**config.mk**
```make
export PLATFORM = sky130hd
export DESIGN_NAME = shift_sub_div_32
export DESIGN_NICKNAME = d
export VERILOG_FILES = /design/src/rtl/shift_sub_div_32.sv
export SDC_FILE = /design/constraint.sdc
export NUM_CORES = 1
export LEC_CHECK = 0
export ABC_AREA = 0
export CORE_MARGIN = 1.5
export CORE_UTILIZATION = 38
export DETAILED_ROUTE_END_ITERATION = 7
export GPL_ROUTABILITY_DRIVEN = 1
export SYNTH_ARGS = -nofsm -noshare
export SYNTH_HDL_FRONTEND = slang
export SYNTH_SLANG_ARGS = --single-unit
```
**constraint.sdc**
```tcl
create_clock -name clk -period 8.8 [get_ports clk]
set_clock_uncertainty 0.15 [all_clocks]
set_input_delay 1.76 -clock clk [delete_from_list [all_inputs] [get_ports clk]]
set_output_delay 1.76 -clock clk [all_outputs]
set_load 0.02 [all_outputs]
```
**src/rtl/shift_sub_div_32.sv**
```systemverilog
// -----------------------------------------------------------------------------
// shift_sub_div_32
//
// Iterative 32-bit restoring (shift-subtract) divider for the RV32M
// DIV/DIVU/REM/REMU path. It produces one quotient bit per clock and has a
// fixed latency of 34 cycles from the start edge to the done cycle, for every
// operand value including the corner cases.
//
// Configuration macro:
//   DIV_SIGNED_EN  defined   -> is_signed is honoured. Absolute values, sign
//                               latching, result negation and the signed
//                               overflow rule are built.
//                  undefined -> every operation is DIVU/REMU and is_signed is
//                               ignored.
//
// Ports:
//   clk          in   1   sole clock, rising edge
//   rst_n        in   1   synchronous active-low reset
//   start        in   1   request, sampled only while idle
//   is_signed    in   1   1 = DIV/REM, 0 = DIVU/REMU (sampled with start)
//   A            in   32  dividend (sampled with start)
//   B            in   32  divisor  (sampled with start)
//   busy         out  1   high while an operation is in flight
//   done         out  1   one-cycle pulse, results valid from this cycle on
//   quotient     out  32  registered quotient
//   remainder    out  32  registered remainder
//   div_by_zero  out  1   registered flag, B was zero for the last operation
// -----------------------------------------------------------------------------
module shift_sub_div_32 (
    input  logic        clk,
    input  logic        rst_n,
    input  logic        start,
    input  logic        is_signed,
    input  logic [31:0] A,
    input  logic [31:0] B,
    output logic        busy,
    output logic        done,
    output logic [31:0] quotient,
    output logic [31:0] remainder,
    output logic        div_by_zero
);

    typedef enum logic [1:0] {
        ST_IDLE = 2'd0,
        ST_CALC = 2'd1,
        ST_FIX  = 2'd2
    } state_e;

`ifdef DIV_SIGNED_EN
    // Two's complement negation; |0x80000000| stays 0x80000000 as an
    // unsigned magnitude, which is exactly what the datapath needs.
    function automatic logic [31:0] neg32(input logic [31:0] x);
        return (~x) + 32'd1;
    endfunction
`endif

    // FSM and iteration state
    state_e      state_q, state_d;
    logic [4:0]  cnt_q,   cnt_d;

    // Datapath: quotient/shift register, 33-bit partial remainder, divisor
    logic [31:0] q_q,     q_d;
    logic [32:0] rem_q,   rem_d;
    logic [31:0] div_q,   div_d;

    // Operand facts captured at start and consumed by the FIX-stage mux
    logic [31:0] a_q,     a_d;
    logic        bz_q,    bz_d;
`ifdef DIV_SIGNED_EN
    logic        neg_quo_q, neg_quo_d;
    logic        neg_rem_q, neg_rem_d;
    logic        ovf_q,     ovf_d;
`endif

    // Registered outputs
    logic        busy_q,  busy_d;
    logic        done_q,  done_d;
    logic [31:0] quot_q,  quot_d;
    logic [31:0] remo_q,  remo_d;
    logic        dbz_q,   dbz_d;

    // Combinational helpers
    logic [31:0] a_mag_s;
    logic [31:0] b_mag_s;
    logic [33:0] rem_sh_s;
    logic [33:0] trial_s;
    logic [31:0] q_corr_s;
    logic [31:0] r_corr_s;
    logic [31:0] q_res_s;
    logic [31:0] r_res_s;
`ifdef DIV_SIGNED_EN
    logic        a_neg_s;
    logic        b_neg_s;
    logic        ovf_s;
`else
    // is_signed has no effect in the unsigned-only build.
    logic        unused_is_signed_s;
    assign unused_is_signed_s = is_signed;
`endif

    // Operand preparation: signs and unsigned magnitudes of A and B
    always_comb begin
`ifdef DIV_SIGNED_EN
        if (is_signed) begin
            a_neg_s = A[31];
            b_neg_s = B[31];
        end else begin
            a_neg_s = 1'b0;
            b_neg_s = 1'b0;
        end
        if (a_neg_s) begin
            a_mag_s = neg32(A);
        end else begin
            a_mag_s = A;
        end
        if (b_neg_s) begin
            b_mag_s = neg32(B);
        end else begin
            b_mag_s = B;
        end
        ovf_s = is_signed & (A == 32'h8000_0000) & (B == 32'hFFFF_FFFF);
`else
        a_mag_s = A;
        b_mag_s = B;
`endif
    end

    // One restoring step: shift {rem, q} left and trial-subtract the divisor.
    // The extra top bit makes the borrow of the subtraction its sign bit.
    always_comb begin
        rem_sh_s = {rem_q, q_q[31]};
        trial_s  = rem_sh_s - {2'b00, div_q};
    end

    // FIX-stage result mux: sign correction, then corner-case overrides
    always_comb begin
        q_corr_s = q_q;
        r_corr_s = rem_q[31:0];
`ifdef DIV_SIGNED_EN
        if (neg_quo_q) begin
            q_corr_s = neg32(q_q);
        end else begin
            q_corr_s = q_q;
        end
        if (neg_rem_q) begin
            r_corr_s = neg32(rem_q[31:0]);
        end else begin
            r_corr_s = rem_q[31:0];
        end
`endif
        if (bz_q) begin
            q_res_s = 32'hFFFF_FFFF;
            r_res_s = a_q;
        end
`ifdef DIV_SIGNED_EN
        else if (ovf_q) begin
            q_res_s = 32'h8000_0000;
            r_res_s = 32'h0000_0000;
        end
`endif
        else begin
            q_res_s = q_corr_s;
            r_res_s = r_corr_s;
        end
    end

    // Next-state and datapath update for IDLE / CALC / FIX
    always_comb begin
        state_d = state_q;
        cnt_d   = cnt_q;
        q_d     = q_q;
        rem_d   = rem_q;
        div_d   = div_q;
        a_d     = a_q;
        bz_d    = bz_q;
`ifdef DIV_SIGNED_EN
        neg_quo_d = neg_quo_q;
        neg_rem_d = neg_rem_q;
        ovf_d     = ovf_q;
`endif
        busy_d  = busy_q;
        done_d  = 1'b0;
        quot_d  = quot_q;
        remo_d  = remo_q;
        dbz_d   = dbz_q;

        case (state_q)
            ST_IDLE: begin
                if (start) begin
                    state_d = ST_CALC;
                    busy_d  = 1'b1;
                    cnt_d   = 5'd0;
                    rem_d   = 33'd0;
                    q_d     = a_mag_s;
                    div_d   = b_mag_s;
                    a_d     = A;
                    bz_d    = (B == 32'd0);
`ifdef DIV_SIGNED_EN
                    neg_quo_d = a_neg_s ^ b_neg_s;
                    neg_rem_d = a_neg_s;
                    ovf_d     = ovf_s;
`endif
                end else begin
                    state_d = ST_IDLE;
                end
            end

            ST_CALC: begin
                // trial_s[33] set means the subtraction borrowed: restore.
                if (trial_s[33]) begin
                    rem_d = rem_sh_s[32:0];
                    q_d   = {q_q[30:0], 1'b0};
                end else begin
                    rem_d = trial_s[32:0];
                    q_d   = {q_q[30:0], 1'b1};
                end
                cnt_d = cnt_q + 5'd1;
                if (cnt_q == 5'd31) begin
                    state_d = ST_FIX;
                end else begin
                    state_d = ST_CALC;
                end
            end

            ST_FIX: begin
                quot_d  = q_res_s;
                remo_d  = r_res_s;
                dbz_d   = bz_q;
                busy_d  = 1'b0;
                done_d  = 1'b1;
                state_d = ST_IDLE;
            end

            default: begin
                state_d = ST_IDLE;
                busy_d  = 1'b0;
            end
        endcase
    end

    // State and output registers with synchronous active-low reset
    always_ff @(posedge clk) begin
        if (!rst_n) begin
            state_q <= ST_IDLE;
            cnt_q   <= 5'd0;
            q_q     <= 32'd0;
            rem_q   <= 33'd0;
            div_q   <= 32'd0;
            a_q     <= 32'd0;
            bz_q    <= 1'b0;
`ifdef DIV_SIGNED_EN
            neg_quo_q <= 1'b0;
            neg_rem_q <= 1'b0;
            ovf_q     <= 1'b0;
`endif
            busy_q  <= 1'b0;
            done_q  <= 1'b0;
            quot_q  <= 32'd0;
            remo_q  <= 32'd0;
            dbz_q   <= 1'b0;
        end else begin
            state_q <= state_d;
            cnt_q   <= cnt_d;
            q_q     <= q_d;
            rem_q   <= rem_d;
            div_q   <= div_d;
            a_q     <= a_d;
            bz_q    <= bz_d;
`ifdef DIV_SIGNED_EN
            neg_quo_q <= neg_quo_d;
            neg_rem_q <= neg_rem_d;
            ovf_q     <= ovf_d;
`endif
            busy_q  <= busy_d;
            done_q  <= done_d;
            quot_q  <= quot_d;
            remo_q  <= remo_d;
            dbz_q   <= dbz_d;
        end
    end

    assign busy        = busy_q;
    assign done        = done_q;
    assign quotient    = quot_q;
    assign remainder   = remo_q;
    assign div_by_zero = dbz_q;

endmodule

```
== After elaboration in Yosys (flattened, before gate mapping) ==
Index checks and enable logic that the tools add are counted.

* Bits in registers: 204
* Bits of input ports: 68
* Output and inout bits: 67

* $add $sub $neg: 2
* Equal/unequal tests: 4
* Multiplexer cells: 16
* Bitwise gates (word level): 1
* Reduce and logical (&&, ||, !) cells: 6

{| class="wikitable"
|+ Operators with widths
! operator !! number
|-
| 32-bit two-way mux || 3
|-
| 33-bit two-way mux || 2
|-
| 33-bit case mux with 2 select lines || 1
|-
| 32-bit case mux with 2 select lines || 1
|-
| 34-bit by 32-bit subtractor with 34-bit output || 1
|-
| 32-bit logical NOT || 1
|-
| 5-bit case mux with 2 select lines || 1
|-
| 2-bit AND reduction || 3
|-
| 5-bit by 1-bit adder with 5-bit output (second input constant) || 1
|-
| 5-bit == test (second input constant) || 1
|-
| 5-bit two-way mux || 1
|-
| 1-bit two-way mux || 4
|-
| 2-bit case mux with 2 select lines || 1
|-
| 2-bit by 1-bit == test with 1-bit output (second input constant) || 1
|-
| 2-bit == test (second input constant) || 1
|-
| 2-bit logical NOT || 1
|-
| 2-bit two-way mux || 1
|-
| 2-bit inequality test (second input constant) || 1
|-
| 1-bit case mux with 2 select lines || 1
|-
| 2-bit nonzero test || 1
|-
| 1-bit inverter || 1
|}

== Longest topological paths before layout ==
* Word-level depth: 3
* Mapped depth: 14
* Depth with buffers taken out: 12

== Worst setup path before layout ==
OpenSTA, ideal clock, no wires.

* Path kind: input-to-reg
* Start: input start
* End: register rem_q[23]
* Data arrival time: 3.018 ns
* Path slack: 5.506 ns
* Stages: 8
* Buffers on the path: 3
* Cell sequence: clkbuf_1 > nor2_1 > or2_2 > and2_1 > clkbuf_1 > clkbuf_1 > a32oi_1 > o21ai_0

* Cells in the longest elaborated chain, start to end: 2

{| class="wikitable"
|+ Ends and longest elaborated chain
! what !! RTL line !! source
|-
| from (decl) || 32 || <nowiki>input logic start,</nowiki>
|-
| 2-bit inequality test (no source line) || - ||
|-
| 2-bit AND reduction (no source line) || - ||
|-
| to (signal assigned) || 265 || <nowiki>rem_q <= rem_d;</nowiki>
|-
| to (decl) || 63 || <nowiki>logic [32:0] rem_q, rem_d;</nowiki>
|}

Every way passes these cells.
A chain may end at the register's enable or synchronous reset.

==> results.cfg <==
[pwr]
finalPower_mw = 3.06
pwr_density_cell_nw_per_um2 = 241
p_leak_nw = 5.16
max-vdd-ir-drop_uv = 137

[drt]
drc_errors = 0
wirelength_mm = 28.5
drtIter0Drc = 533
vias = 9014
wl_per_cell_um = 17.2
wl_met3_mm = 1.06
final_antenna_net_count = 0
highest_layer = met4
first_pass_iters = 5
viasPerCell = 5.42
wl_met1_mm = 13.4
wl_met2_mm = 13.3

[sta]
worstMarginPinSlew_ns = 1.20
rsz0062_at_grt = false
period_minus_slack_ns = 3.87
fin_tns_setup_ns = 0
finalHoldViolations = 0
slew_headroom = 0.197
fin_crit_sh = 0.440
setup_viol = 0
finalMaxSlewViolations = 0
fmax_ghz = 0.259

[yosys]
synth.distinct_cells = 67
syn_area_sq_um = 10400
ys_async_sr_fraction = 0
avgSynthCellArea_sq_um = 8.42
synth_top_area_share = 0.393
yosys-top-cells-area = dfxtp_1 (39%), nand2_1 (8.0%), a21boi_0 (5.0%)
synth_area_leader_cell = dfxtp_1
synth_seq_area_share = 0.393
syn_nets = 1336
synth_ff_type = dfxtp_1
yosysWarnings = 0
syn_inst = 1233
ys_ff_latch = 204
synth_edf_count = 0

[global_route]
grt_max_degree = 89
antenna_found_initial = 0
gr-total-overflow = 0
grt_pass1_vias = 8646
grt_pass1_wl_mm = 45.9
track_usage = 0.199

[worst_setup_path]
ff2ff_path_depth = 11
r2r_end = rem_q[11]
critical_path_class = in2reg
crit_path_start = rst_n
cp_slowest_stage_delay_ns = 0.76
crit_fanout = 88
reg2reg_from = div_q[1]
path_cells = buf_4, buf_4, and2_1, nand2_1, nor3_1, a211o_1
critPathCaptureType = register
cpMostUsedCell = buf_4
reg2reg_slack_ns = 5.08
required_ns = 9.12
setup.worst_path.end = rem_q[28]
worstPathArrival_ns = 4.19
start_kind = primary input
critPathSlowestCell = buf_4

[floorplanning]
num_rows = 60
dieWidth_um = 168
ios = 135
core_region_area_sq_um = 26900
die_area_sq_um = 28300
initial_core_util = 0.386
die_y_um = 168

[clock_network]
ctsResizeCount = 0
clock_path_buffers = 3
htree_levels = 1
clock_latency_ns = 0.52
cts_sinks = 204
cts_setup_buffers = 0
cts_buffers = 24
clk_pin_slew_ns = 0.06
ctsRootBufferMaster = clkbuf_16
postCtsHoldBufs = 0
tritoncts = yes

[cells_and_area]
syn_to_final_growth_pct = 22.3
num-fill-cells = 2672
regArea_sq_um = 4090
num_antenna_cells = 0
fin_util = 0.472
nNetsFinal = 1411
multi_input_area_sq_um = 5760
drive_above_1_share = 0.0741

[placed_design]
gp_congestion = 0.890
hpwl_mm = 19.6
io_buffers = 133

[outcome]
status = complete, no violations

[flow_run]
max_cap_violations = 0

[hold_path]
holdCritPathClass = reg2reg
## kinds of logic (layout without fill, tap and decap cells)
group	after synthesis	count (layout)	share of synthesized area
and+or+nand+nor	452	452	0.200
AOI/OAI and AO/OA	327	327	0.241
DFF	204	204	0.393
buffers and inverters	140	230	0.0528
muxes	49	49	0.0474
adders and majority gates	35	35	0.0429
xor gates and xnor gates	26	26	0.0219
## worst min path at each step
| stage | cells past startpoint | start | end | slack (ns) |
|---|---|---|---|---|
| after floorplan | 2 | a_q[10] | a_q[10] | 0.29 |
| after global placement | 2 | a_q[2] | a_q[2] | 0.31 |
| after detailed placement | 2 | div_q[11] | div_q[11] | 0.31 |
| after CTS | 2 | div_q[11] | div_q[11] | 0.32 |
| after global routing | 2 | div_q[17] | div_q[17] | 0.33 |
| final | 2 | div_q[11] | div_q[11] | 0.31 |
## sequential cells by signal (all words and copies together), names as in the netlist
name and cells:
q_corr_s 32, bz_q 1, remainder 32, done 1, div_by_zero 1, a_q 32, rem_q 33, busy 1
quotient 32, state_q 2, div_q 32, cnt_q 5
## per-stage QoR
stage | worst slack, ns | instance area [sq um] | hold WS, ns | instances
2_1_floorplan | 5.51 | 10400 | 0.293 | 1233
3_3_place_gp | 4.45 | 11900 | 0.306 | 1623
3_5_place_dp | 4.46 | 11900 | 0.309 | 1623
4_1_cts | 5.00 | 12700 | 0.316 | 1664
5_1_grt | 4.71 | 12700 | 0.334 | 1664
6_report | 4.93 | 12700 | 0.313 | 1664
## critical path, delay by kind of cell
family,cells,cell delay (ns)
and+or+nand+nor,3,0.81
buffers and inverters,2,1.38
AOI/OAI and AO/OA,1,0.13
## Yosys cell counts (all sizes together), types with 3 or more instances
master / instances
mux2i: 48
o21bai: 3
o31ai: 3
a21o: 14
o211ai: 7
nand3: 6
and4: 4
o21ai: 54
clkbuf: 79
ha: 34
nand2: 220
xnor2: 16
a2bb2oi: 31
nor2: 88
a22oi: 5
and3: 12
a31oi: 4
inv: 45
o21a: 8
dfxtp: 204
nor3: 40
a21boi: 69
nor3b: 34
nor2b: 10
a21oi: 41
nor4: 9
buf: 16
xor2: 10
nand2b: 7
o211a: 33
nand4: 3
a2111oi: 4
or2: 3
and2: 11
o221a: 31
## placed cells by master, fill, tap and decap left out, drive strengths merged, types with 14 or more instances in the layout
cell and instances:
a21boi 69, a21o 14, a21oi 41, a2bb2oi 31
clkbuf 34, clkdlybuf4s50 132, dfxtp 204, ha 34
inv 46, mux2i 48, nand2 220, nor2 88
nor3 40, nor3b 34, o211a 33, o21ai 54
o221a 31, xnor2 16
## area by class of cell
type / count / share of cell area
flip-flops and latches: 204 / 0.322
clock inverters: 7 / 0.00936
clock buffers: 34 / 0.0567
multi-input cells: 889 / 0.454
well taps: 341 / 0.0336
repair buffers: 144 / 0.111
inverters: 45 / 0.0133
## routing by layer
| layer | global-route usage | vias up |
|---|---|---|
| met3 | 0.0249 | 43 |
| met2 | 0.338 | 168 |
| met1 | 0.265 | 4296 |
| met4 | 0.0571 | 0 |
| met5 | 0 | - |
| li1 | - | 4507 |
## where the power goes
group	internal [mW]	leakage (nW)	switching [mW]
sequential	0.982	1.66	0.0548
clock	0.654	0.411	0.400
combinational	0.441	3.08	0.530
total	2.08	5.16	0.985
Power figures use the tool's default switching activity.
